===== src/rtl/issue_window_pkg.sv =====
// Shared types and constants for the four-entry in-order issue window.
package issue_window_pkg;

  localparam int WINDOW_DEPTH = 4;
  localparam int DEF_DW       = 4;
  localparam int DEF_SW       = 4;
  localparam int DEF_OPW      = 8;

  typedef struct packed {
    logic [DEF_OPW-1:0] op;
    logic [DEF_DW-1:0]  des;
    logic [DEF_SW-1:0]  s1;
    logic [DEF_SW-1:0]  s2;
  } ins_t;

  function automatic logic [2:0] count_ones4(input logic [3:0] v);
    return 3'(v[0]) + 3'(v[1]) + 3'(v[2]) + 3'(v[3]);
  endfunction

endpackage


===== src/rtl/issue_window_prefix.sv =====
// In-order prefix issue: slot N issues only if every older slot issues and its hazard flag is set.
module issue_prefix
  import issue_window_pkg::*;
(
  input  logic [WINDOW_DEPTH-1:0] slot_valid,
  input  logic                    ins_flag_2,
  input  logic                    ins_flag_3,
  input  logic                    ins_flag_4,
  input  logic                    issue_ready,
  input  logic                    kill,
  output logic [WINDOW_DEPTH-1:0] iss_valid,
  output logic [2:0]              iss_count
);

  // Flags of invalid slots are masked by slot_valid so a stale verdict cannot issue a hole.
  assign iss_valid[0] = slot_valid[0] && issue_ready && !kill;
  assign iss_valid[1] = iss_valid[0] && slot_valid[1] && ins_flag_2;
  assign iss_valid[2] = iss_valid[1] && slot_valid[2] && ins_flag_3;
  assign iss_valid[3] = iss_valid[2] && slot_valid[3] && ins_flag_4;

  assign iss_count = count_ones4(iss_valid);

endmodule


===== src/rtl/issue_window.sv =====
// Four-slot in-order issue window: oldest instruction in slot 1, issued prefix shifts out,
// new instruction appended behind the survivors.
module issue_window
  import issue_window_pkg::*;
#(
  parameter int DW  = 4,
  parameter int SW  = 4,
  parameter int OPW = 8
) (
  input  logic           clk,
  input  logic           rst,
  input  logic           in_valid,
  output logic           in_ready,
  input  logic [OPW-1:0] in_op,
  input  logic [DW-1:0]  in_des,
  input  logic [SW-1:0]  in_s1,
  input  logic [SW-1:0]  in_s2,
  output logic           slot1_valid,
  output logic           slot2_valid,
  output logic           slot3_valid,
  output logic           slot4_valid,
  output logic [OPW-1:0] slot1_op,
  output logic [DW-1:0]  slot1_des,
  output logic [SW-1:0]  slot1_s1,
  output logic [SW-1:0]  slot1_s2,
  output logic [OPW-1:0] slot2_op,
  output logic [DW-1:0]  slot2_des,
  output logic [SW-1:0]  slot2_s1,
  output logic [SW-1:0]  slot2_s2,
  output logic [OPW-1:0] slot3_op,
  output logic [DW-1:0]  slot3_des,
  output logic [SW-1:0]  slot3_s1,
  output logic [SW-1:0]  slot3_s2,
  output logic [OPW-1:0] slot4_op,
  output logic [DW-1:0]  slot4_des,
  output logic [SW-1:0]  slot4_s1,
  output logic [SW-1:0]  slot4_s2,
  input  logic           ins_flag_2,
  input  logic           ins_flag_3,
  input  logic           ins_flag_4,
  input  logic           issue_ready,
  input  logic           flush,
  output logic           iss_valid1,
  output logic           iss_valid2,
  output logic           iss_valid3,
  output logic           iss_valid4,
  output logic [2:0]     iss_count
);

  logic [2:0]              cnt_q, cnt_n;
  logic [WINDOW_DEPTH-1:0] slot_valid;
  logic [WINDOW_DEPTH-1:0] iss_valid;
  logic                    enq;
  logic [2:0]              enq_pos;

  logic [OPW-1:0] op_q  [WINDOW_DEPTH];
  logic [DW-1:0]  des_q [WINDOW_DEPTH];
  logic [SW-1:0]  s1_q  [WINDOW_DEPTH];
  logic [SW-1:0]  s2_q  [WINDOW_DEPTH];
  logic [OPW-1:0] op_n  [WINDOW_DEPTH];
  logic [DW-1:0]  des_n [WINDOW_DEPTH];
  logic [SW-1:0]  s1_n  [WINDOW_DEPTH];
  logic [SW-1:0]  s2_n  [WINDOW_DEPTH];

  always_comb begin
    for (int i = 0; i < WINDOW_DEPTH; i++) begin
      slot_valid[i] = (cnt_q > 3'(i));
    end
  end

  issue_prefix u_prefix (
    .slot_valid  (slot_valid),
    .ins_flag_2  (ins_flag_2),
    .ins_flag_3  (ins_flag_3),
    .ins_flag_4  (ins_flag_4),
    .issue_ready (issue_ready),
    .kill        (flush || rst),
    .iss_valid   (iss_valid),
    .iss_count   (iss_count)
  );

  // Full means no enqueue even if slots drain this cycle; keeps in_ready off the issue path.
  assign in_ready = !rst && !flush && (cnt_q < 3'(WINDOW_DEPTH));
  assign enq      = in_valid && in_ready;
  assign enq_pos  = cnt_q - iss_count;

  always_comb begin
    logic [2:0] src;
    for (int i = 0; i < WINDOW_DEPTH; i++) begin
      op_n[i]  = op_q[i];
      des_n[i] = des_q[i];
      s1_n[i]  = s1_q[i];
      s2_n[i]  = s2_q[i];
      src = 3'(i) + iss_count;
      if (src < cnt_q) begin
        op_n[i]  = op_q[src[1:0]];
        des_n[i] = des_q[src[1:0]];
        s1_n[i]  = s1_q[src[1:0]];
        s2_n[i]  = s2_q[src[1:0]];
      end
      if (enq && (enq_pos == 3'(i))) begin
        op_n[i]  = in_op;
        des_n[i] = in_des;
        s1_n[i]  = in_s1;
        s2_n[i]  = in_s2;
      end
    end
    cnt_n = cnt_q - iss_count + {2'b00, enq};
    if (flush) begin
      cnt_n = 3'd0;
    end
  end

  always_ff @(posedge clk) begin
    if (rst) begin
      cnt_q <= 3'd0;
    end else begin
      cnt_q <= cnt_n;
    end
  end

  always_ff @(posedge clk) begin
    for (int i = 0; i < WINDOW_DEPTH; i++) begin
      op_q[i]  <= op_n[i];
      des_q[i] <= des_n[i];
      s1_q[i]  <= s1_n[i];
      s2_q[i]  <= s2_n[i];
    end
  end

  assign slot1_valid = slot_valid[0];
  assign slot2_valid = slot_valid[1];
  assign slot3_valid = slot_valid[2];
  assign slot4_valid = slot_valid[3];

  assign slot1_op = op_q[0];
  assign slot1_des = des_q[0];
  assign slot1_s1 = s1_q[0];
  assign slot1_s2 = s2_q[0];
  assign slot2_op = op_q[1];
  assign slot2_des = des_q[1];
  assign slot2_s1 = s1_q[1];
  assign slot2_s2 = s2_q[1];
  assign slot3_op = op_q[2];
  assign slot3_des = des_q[2];
  assign slot3_s1 = s1_q[2];
  assign slot3_s2 = s2_q[2];
  assign slot4_op = op_q[3];
  assign slot4_des = des_q[3];
  assign slot4_s1 = s1_q[3];
  assign slot4_s2 = s2_q[3];

  assign iss_valid1 = iss_valid[0];
  assign iss_valid2 = iss_valid[1];
  assign iss_valid3 = iss_valid[2];
  assign iss_valid4 = iss_valid[3];

endmodule


===== config.mk =====
export PLATFORM = sky130hd
export DESIGN_NAME = issue_window
export DESIGN_NICKNAME = d
export VERILOG_FILES = /design/src/rtl/issue_window_pkg.sv /design/src/rtl/issue_window_prefix.sv /design/src/rtl/issue_window.sv
export SDC_FILE = /design/constraint.sdc
export NUM_CORES = 1
export LEC_CHECK = 0
export ABC_AREA = 1
export CAP_MARGIN = 25
export CORE_ASPECT_RATIO = 0.75
export CORE_MARGIN = 2
export CORE_UTILIZATION = 40
export CTS_CLUSTER_SIZE = 40
export DETAILED_ROUTE_END_ITERATION = 8
export GPL_ROUTABILITY_DRIVEN = 0
export SLEW_MARGIN = 30
export SYNTH_ARGS = -nofsm -noshare
export SYNTH_HDL_FRONTEND = slang
export SYNTH_HIERARCHICAL = 1
export SYNTH_SLANG_ARGS = --single-unit

===== constraint.sdc =====
create_clock -name clk -period 6.95 [get_ports clk]
set_input_delay 1.39 -clock clk [delete_from_list [all_inputs] [get_ports clk]]
set_output_delay 1.39 -clock clk [all_outputs]
set_load 0.01 [all_outputs]

==> impl_metrics.csv, run 1 <==
group,metric,value,unit
yosys,synth_nets,1009,
routing,drt_iter0_drc,669,
place,numPortBuffers,119,
layout,final_nets,1095,
yosys,synthTopCellsByArea,"edfxtp_1 37%, nand2_1 28%, nand3_1 14%, inv_1 5.7%, ha_1 3.3%",
yosys,synth-seq-cells,83,
sta,finalClockSkew,0.00607,ns
clock_network,clk_latency,0.35,ns
layout,num-fill-cells,1604,
floorplan,start_util,0.407,
status,status,"completed",
worst_setup_path,crit_arrival,6.06,ns
flow_run,max_cap_violations,0,
power,cellPowerDensity,154,nW/um^2
global_route,grt_pass1_vias,5760,
sta,fin_crit_sh,0.864,
yosys,syn_avg_cell_area,6.75,sq um
worst_setup_path,critical_path_class,"input port to flip-flop",
power,post-layout-total-power,1.23,mW
routing,dr.pass1.iters,7,
sta,whs,0.685,ns
layout,final_cell_mix,"476 x nand2_1, 182 x nand3_1, 119 x clkdlybuf4s50_1, 99 x inv_1, 80 x edfxtp_1",
yosys,yosys.area.top_type_share,0.370,
clock_network,numCtsBuffers,9,
layout,area_growth,23.4,%
yosys,postSynthCellCount,962,
clock_network,htreeDepth,3,
clock_network,clk_path_buf_depth,2,
clock_network,cts.hold.buffers_added,0,
clock_network,post_cts_buffers,0,
layout,antennaDiodeCount,0,
routing,vias,6426,
global_route,grt_max_degree,61,
worst_setup_path,critPathLaunchType,"input port",
clock_network,cts_resized,0,
worst_setup_path,slowest_delay,0.61,ns
yosys,yosys_warnings,6,
sta,max_slew_margin,0.518,
hold_path,min_path_type,"flip-flop to flip-flop",
yosys,yosysTopAreaCell,"edfxtp_1",
routing,routed_wl,20500,um
worst_setup_path,slowest_stage,"ha_2",
global_route,antenna_found_initial,0,
global_route,grt-ovfl-total,0,
worst_setup_path,cp-end-kind,"flip-flop",
place,placed_area,7690,sq um
floorplan,fp.dieW,151,um
yosys,synth-seq-area-share,0.379,
clock_network,cts_tree,"built",
sta,hold_viol_final,0,
routing,ant_nets,0,
worst_setup_path,cp_max_fo,41,
place,dp_cells,1247,
floorplan,die-area,17300,sq um
clock_network,clkTransAtPathRegs,0.06,ns
power,power_leakage,3.96,nW
yosys,ys_types,24,
global_route,globalRouteTotalUtil,0.245,
layout,layoutNonFillerInstCount,1262,
floorplan,ios,120,
routing,wl_per_cell,16.3,um
global_route,grt_pass1_wl,32000,um
routing,viasPerCell,5.09,
worst_setup_path,crit_path_cell_trace,"clkdlybuf4s50_1 > nor2_4 > inv_1 > nor2_2 > nand3_2 > nor2_2 > fa_1 > ha_4 > ha_2 > inv_1 > ha_1 > buf_4 > ha_1 > nand2_1 > o21ai_0 > o21ai_2 > buf_12",
sta,finalSetupViolCount,0,
worst_setup_path,crit_required,7.01,ns
worst_setup_path,cp_num_buf_inv,5,
sta,maxSlewViolCount,0,
power,vdd_drop_max,0.100,mV
sta,rsz0062_at_grt,"false",
sta,fmax,166,MHz
floorplan,core_area,16000,sq um
sta,worst_pin_slew,0.720,ns
clock_network,cts-root-buf,"clkbuf_16",
clock_network,clock_sinks,83,
worst_setup_path,path_delay_family,"adder cells",
floorplan,rows,40,
layout,final_common_cell,"nand2_1",
yosys,syn_area,6500,sq um
routing,drc_errors,0,
sta,finalSetupTns,0,ns
floorplan,die_h,114,um
layout,design_area,8020,sq um
sta,fin_crit,6.01,ns
layout,layout-drive-gt1-share,0.0504,
place,dpl.hpwl,13000,um
cell families after synthesis:
kind of cell | synth area share
XOR/XNOR | 0.00405
buffers and inverters | 0.124
AND/OR/NAND/NOR | 0.442
flip-flops | 0.379
AO/OA/AOI/OAI | 0.0121
adder cells (fa/ha/maj) | 0.0389
worst paths after layout:
path	startpoint	end	slack [ns]	cells after the start
setup / recovery	rst	op_q[1][7]	0.94	17
hold reg to reg	op_q[0][5]	op_q[1][5]	0.69	4
setup reg to reg	cnt_q[1]	op_q[1][7]	1.98	17
hold / removal	op_q[0][5]	op_q[1][5]	0.69	4
synthesized netlist by cell type, drive strengths merged:
master,count
nand2,483
nor2,13
xor2,2
dfxtp,3
xnor2,1
inv,103
a21oi,5
nand3,184
edfxtp,80
clkbuf,7
o21ai,10
fa,2
buf,52
ha,17
layer usage:
metal,wire (um),vias up,GRT usage
met2,8810,289,0.372
met1,9680,2920,0.361
met4,166,0,0.0380
li1,-,3203,-
met3,1890,14,0.0578
met5,0,-,0
layout make-up:
class | count | area [sq um] | area share
clock inverters | 5 | 103 | 0.0128
multi-input cells | 717 | 3260 | 0.406
flip-flops and latches | 83 | 2460 | 0.307
inverters | 103 | 387 | 0.0482
repair buffers | 134 | 1320 | 0.164
clock buffers | 10 | 229 | 0.0286
well taps | 210 | 263 | 0.0328
report_power, final:
part           internal (mW)  switching [mW]
Combinational         0.0481          0.0681
Clock                  0.349           0.205
Sequential             0.556         0.00670
worst register-to-register path, cell delays in order (launching register included):
cell     delay (ns)
dfxtp_1        0.35
inv_1          0.14
o21ai_0        0.29
nand2_1        0.09
inv_1          0.07
nand3_2        0.08
nor2_2         0.13
fa_1           0.46
ha_4           0.17
ha_2           0.61
inv_1          0.28
ha_1           0.36
buf_4          0.45
ha_1           0.34
nand2_1        0.07
o21ai_0        0.09
o21ai_2        0.44
buf_12         0.24
flip-flops by register name (all words and copies together), names as in the netlist:
register  flops
s1_q         16
cnt_q         3
op_q         32
s2_q         16
des_q        16
through the flow:
step / utilization / setup slack (ns)
detailed placement: 0.482 / 0.574
global placement: 0.481 / 0.666
global route: 0.502 / 0.676
floorplan: - / 0.412
CTS: 0.502 / 0.943
finish: 0.502 / 0.943
Note: power is estimated with default switching activity, not from simulation.
==> inputs of run 2 (changes only) <==
- CORE_ASPECT_RATIO: 0.75 -> 1.25
- DONT_BUFFER_PORTS: not set -> 1
==> run 2 against run 1 <==
Critical path depth is 2 lower. Routed wire length down 2.3%. Register-to-register slack got worse by 0.20 ns.
==> impl_metrics.csv, run 2 (same netlist as run 1, synthesis figures left out) <==
group,metric,value,unit
clock_network,cts-root-buf,"clkbuf_16",
routing,drc_errors,0,
worst_setup_path,crit_arrival,5.64,ns
sta,maxSlewViolCount,0,
clock_network,cts_resized,0,
floorplan,fp.dieW,118,um
sta,whs,0.752,ns
sta,finalSetupTns,0,ns
place,place_ws,0.960,ns
layout,antennaDiodeCount,0,
floorplan,die-area,17300,sq um
worst_setup_path,crit_path_cell_trace,"nor2_4 > inv_1 > nor2_2 > nand3_2 > nor2_2 > fa_1 > ha_2 > ha_2 > inv_1 > ha_1 > ha_1 > nand2_1 > o21ai_0 > o21ai_2 > buf_4",
layout,final_common_cell,"nand2_1",
power,cellPowerDensity,161,nW/um^2
layout,final_nets,974,
clock_network,htreeDepth,3,
layout,area_growth,3.51,%
clock_network,clkTransAtPathRegs,0.07,ns
layout,regMostFlops,"op_q",
power,power_leakage,3.44,nW
power,clkPwrFrac,0.409,
power,vdd_drop_max,0.0815,mV
layout,final_cell_mix,"476 x nand2_1, 182 x nand3_1, 99 x inv_1, 80 x edfxtp_1, 15 x ha_1",
clock_network,clock_sinks,83,
power,switchingPower,265,uW
place,numPortBuffers,0,
status,status,"completed",
sta,finalClockSkew,0.0105,ns
global_route,grt_pass1_vias,5449,
worst_setup_path,cp_num_buf_inv,3,
sta,fmax,178,MHz
power,post-layout-total-power,1.08,mW
global_route,grt_max_degree,83,
global_route,globalRouteTotalUtil,0.232,
layout,layout-drive-gt1-share,0.0526,
routing,drt_iter0_drc,451,
clock_network,post_cts_buffers,0,
sta,hold_viol_final,0,
routing,routed_wl,20100,um
clock_network,cts.hold.buffers_added,0,
routing,vias,5885,
flow_run,max_cap_violations,0,
worst_setup_path,r2r_slack,1.78,ns
place,dpl.hpwl,12900,um
clock_network,clk_latency,0.35,ns
routing,dr.pass1.iters,5,
sta,fin_crit,5.61,ns
floorplan,core_area,16100,sq um
power,p_sw_frac,0.245,
worst_setup_path,path_delay_family,"adder cells",
routing,ant_nets,0,
worst_setup_path,slowest_delay,0.73,ns
layout,largest_reg_flops,32,
global_route,grt_pass1_wl,31200,um
sta,setup_slack,1.34,ns
routing,wl_per_cell,17.5,um
power,p_int,818,uW
clock_network,numCtsBuffers,9,
clock_network,cts_tree,"built",
worst_setup_path,critical_path_class,"input port to flip-flop",
sta,finalSetupViolCount,0,
worst_setup_path,slowest_stage,"ha_1",
floorplan,die_h,146,um
global_route,antenna_found_initial,0,
worst_setup_path,cp_max_fo,21,
clock_network,clk_path_buf_depth,2,
routing,viasPerCell,5.13,
worst_setup_path,cp-end-kind,"flip-flop",
floorplan,ios,120,
sta,rsz0062_at_grt,"false",
power,pwr-share-seq,0.524,
hold_path,min_path_type,"flip-flop to flip-flop",
worst_setup_path,crit_required,6.98,ns
sta,worst_pin_slew,0.855,ns
floorplan,rows,52,
sta,max_slew_margin,0.430,
sta,fin_crit_sh,0.807,
worst_setup_path,critPathLaunchType,"input port",
global_route,grt-ovfl-total,0,
power,p_comb_frac,0.067,
floorplan,start_util,0.404,
## run 2: path summary, 6_finish.rpt
| path | startpoint | to | cells past startpoint |
|---|---|---|---|
| setup / recovery | rst | des_q[1][1] | 15 |
| hold / removal | op_q[0][3] | op_q[1][3] | 4 |
| setup reg to reg | cnt_q[1] | des_q[1][1] | 16 |
| hold reg to reg | op_q[0][3] | op_q[1][3] | 4 |
## run 2: worst min-delay path, delay by kind of cell (launching register included)
family / cells / cell delay [ns]
flip-flops: 1 / 0.42
AND/OR/NAND/NOR: 4 / 0.22
## run 2: area by class of cell
type | instances | area [sq um]
clock buffers | 12 | 236
clock inverters | 3 | 16.3
fillers | 1700 | 9350
inverters | 103 | 387
multi-input cells | 717 | 3250
flip-flops and latches | 83 | 2460
well taps | 216 | 270
repair buffers | 13 | 97.6
## run 2: power by group through the flow
stage	registers, mW	logic, mW	clock network, mW
after floorplan	0.576	0.0603	0
final	0.568	0.0725	0.442
after CTS	0.568	0.0723	0.447
after detailed placement	0.579	0.0722	0
after global routing	0.569	0.0836	0.469
after global placement	0.579	0.0712	0
## run 2: layer usage
metal	wire length, um	vias to the layer above	global-route usage
li1	-	2961	-
met1	8590	2699	0.297
met2	9670	206	0.389
met3	1530	19	0.0613
met4	282	0	0.0572
met5	0	-	0
## run 2: metrics by stage
| stage | area, sq um | util | instances |
|---|---|---|---|
| after floorplan | 6500 | - | 962 |
| final | 6720 | 0.418 | 1147 |
| after global placement | 6460 | 0.402 | 1132 |
| after CTS | 6720 | 0.418 | 1147 |
| after detailed placement | 6470 | 0.403 | 1132 |
| after global routing | 6720 | 0.418 | 1147 |
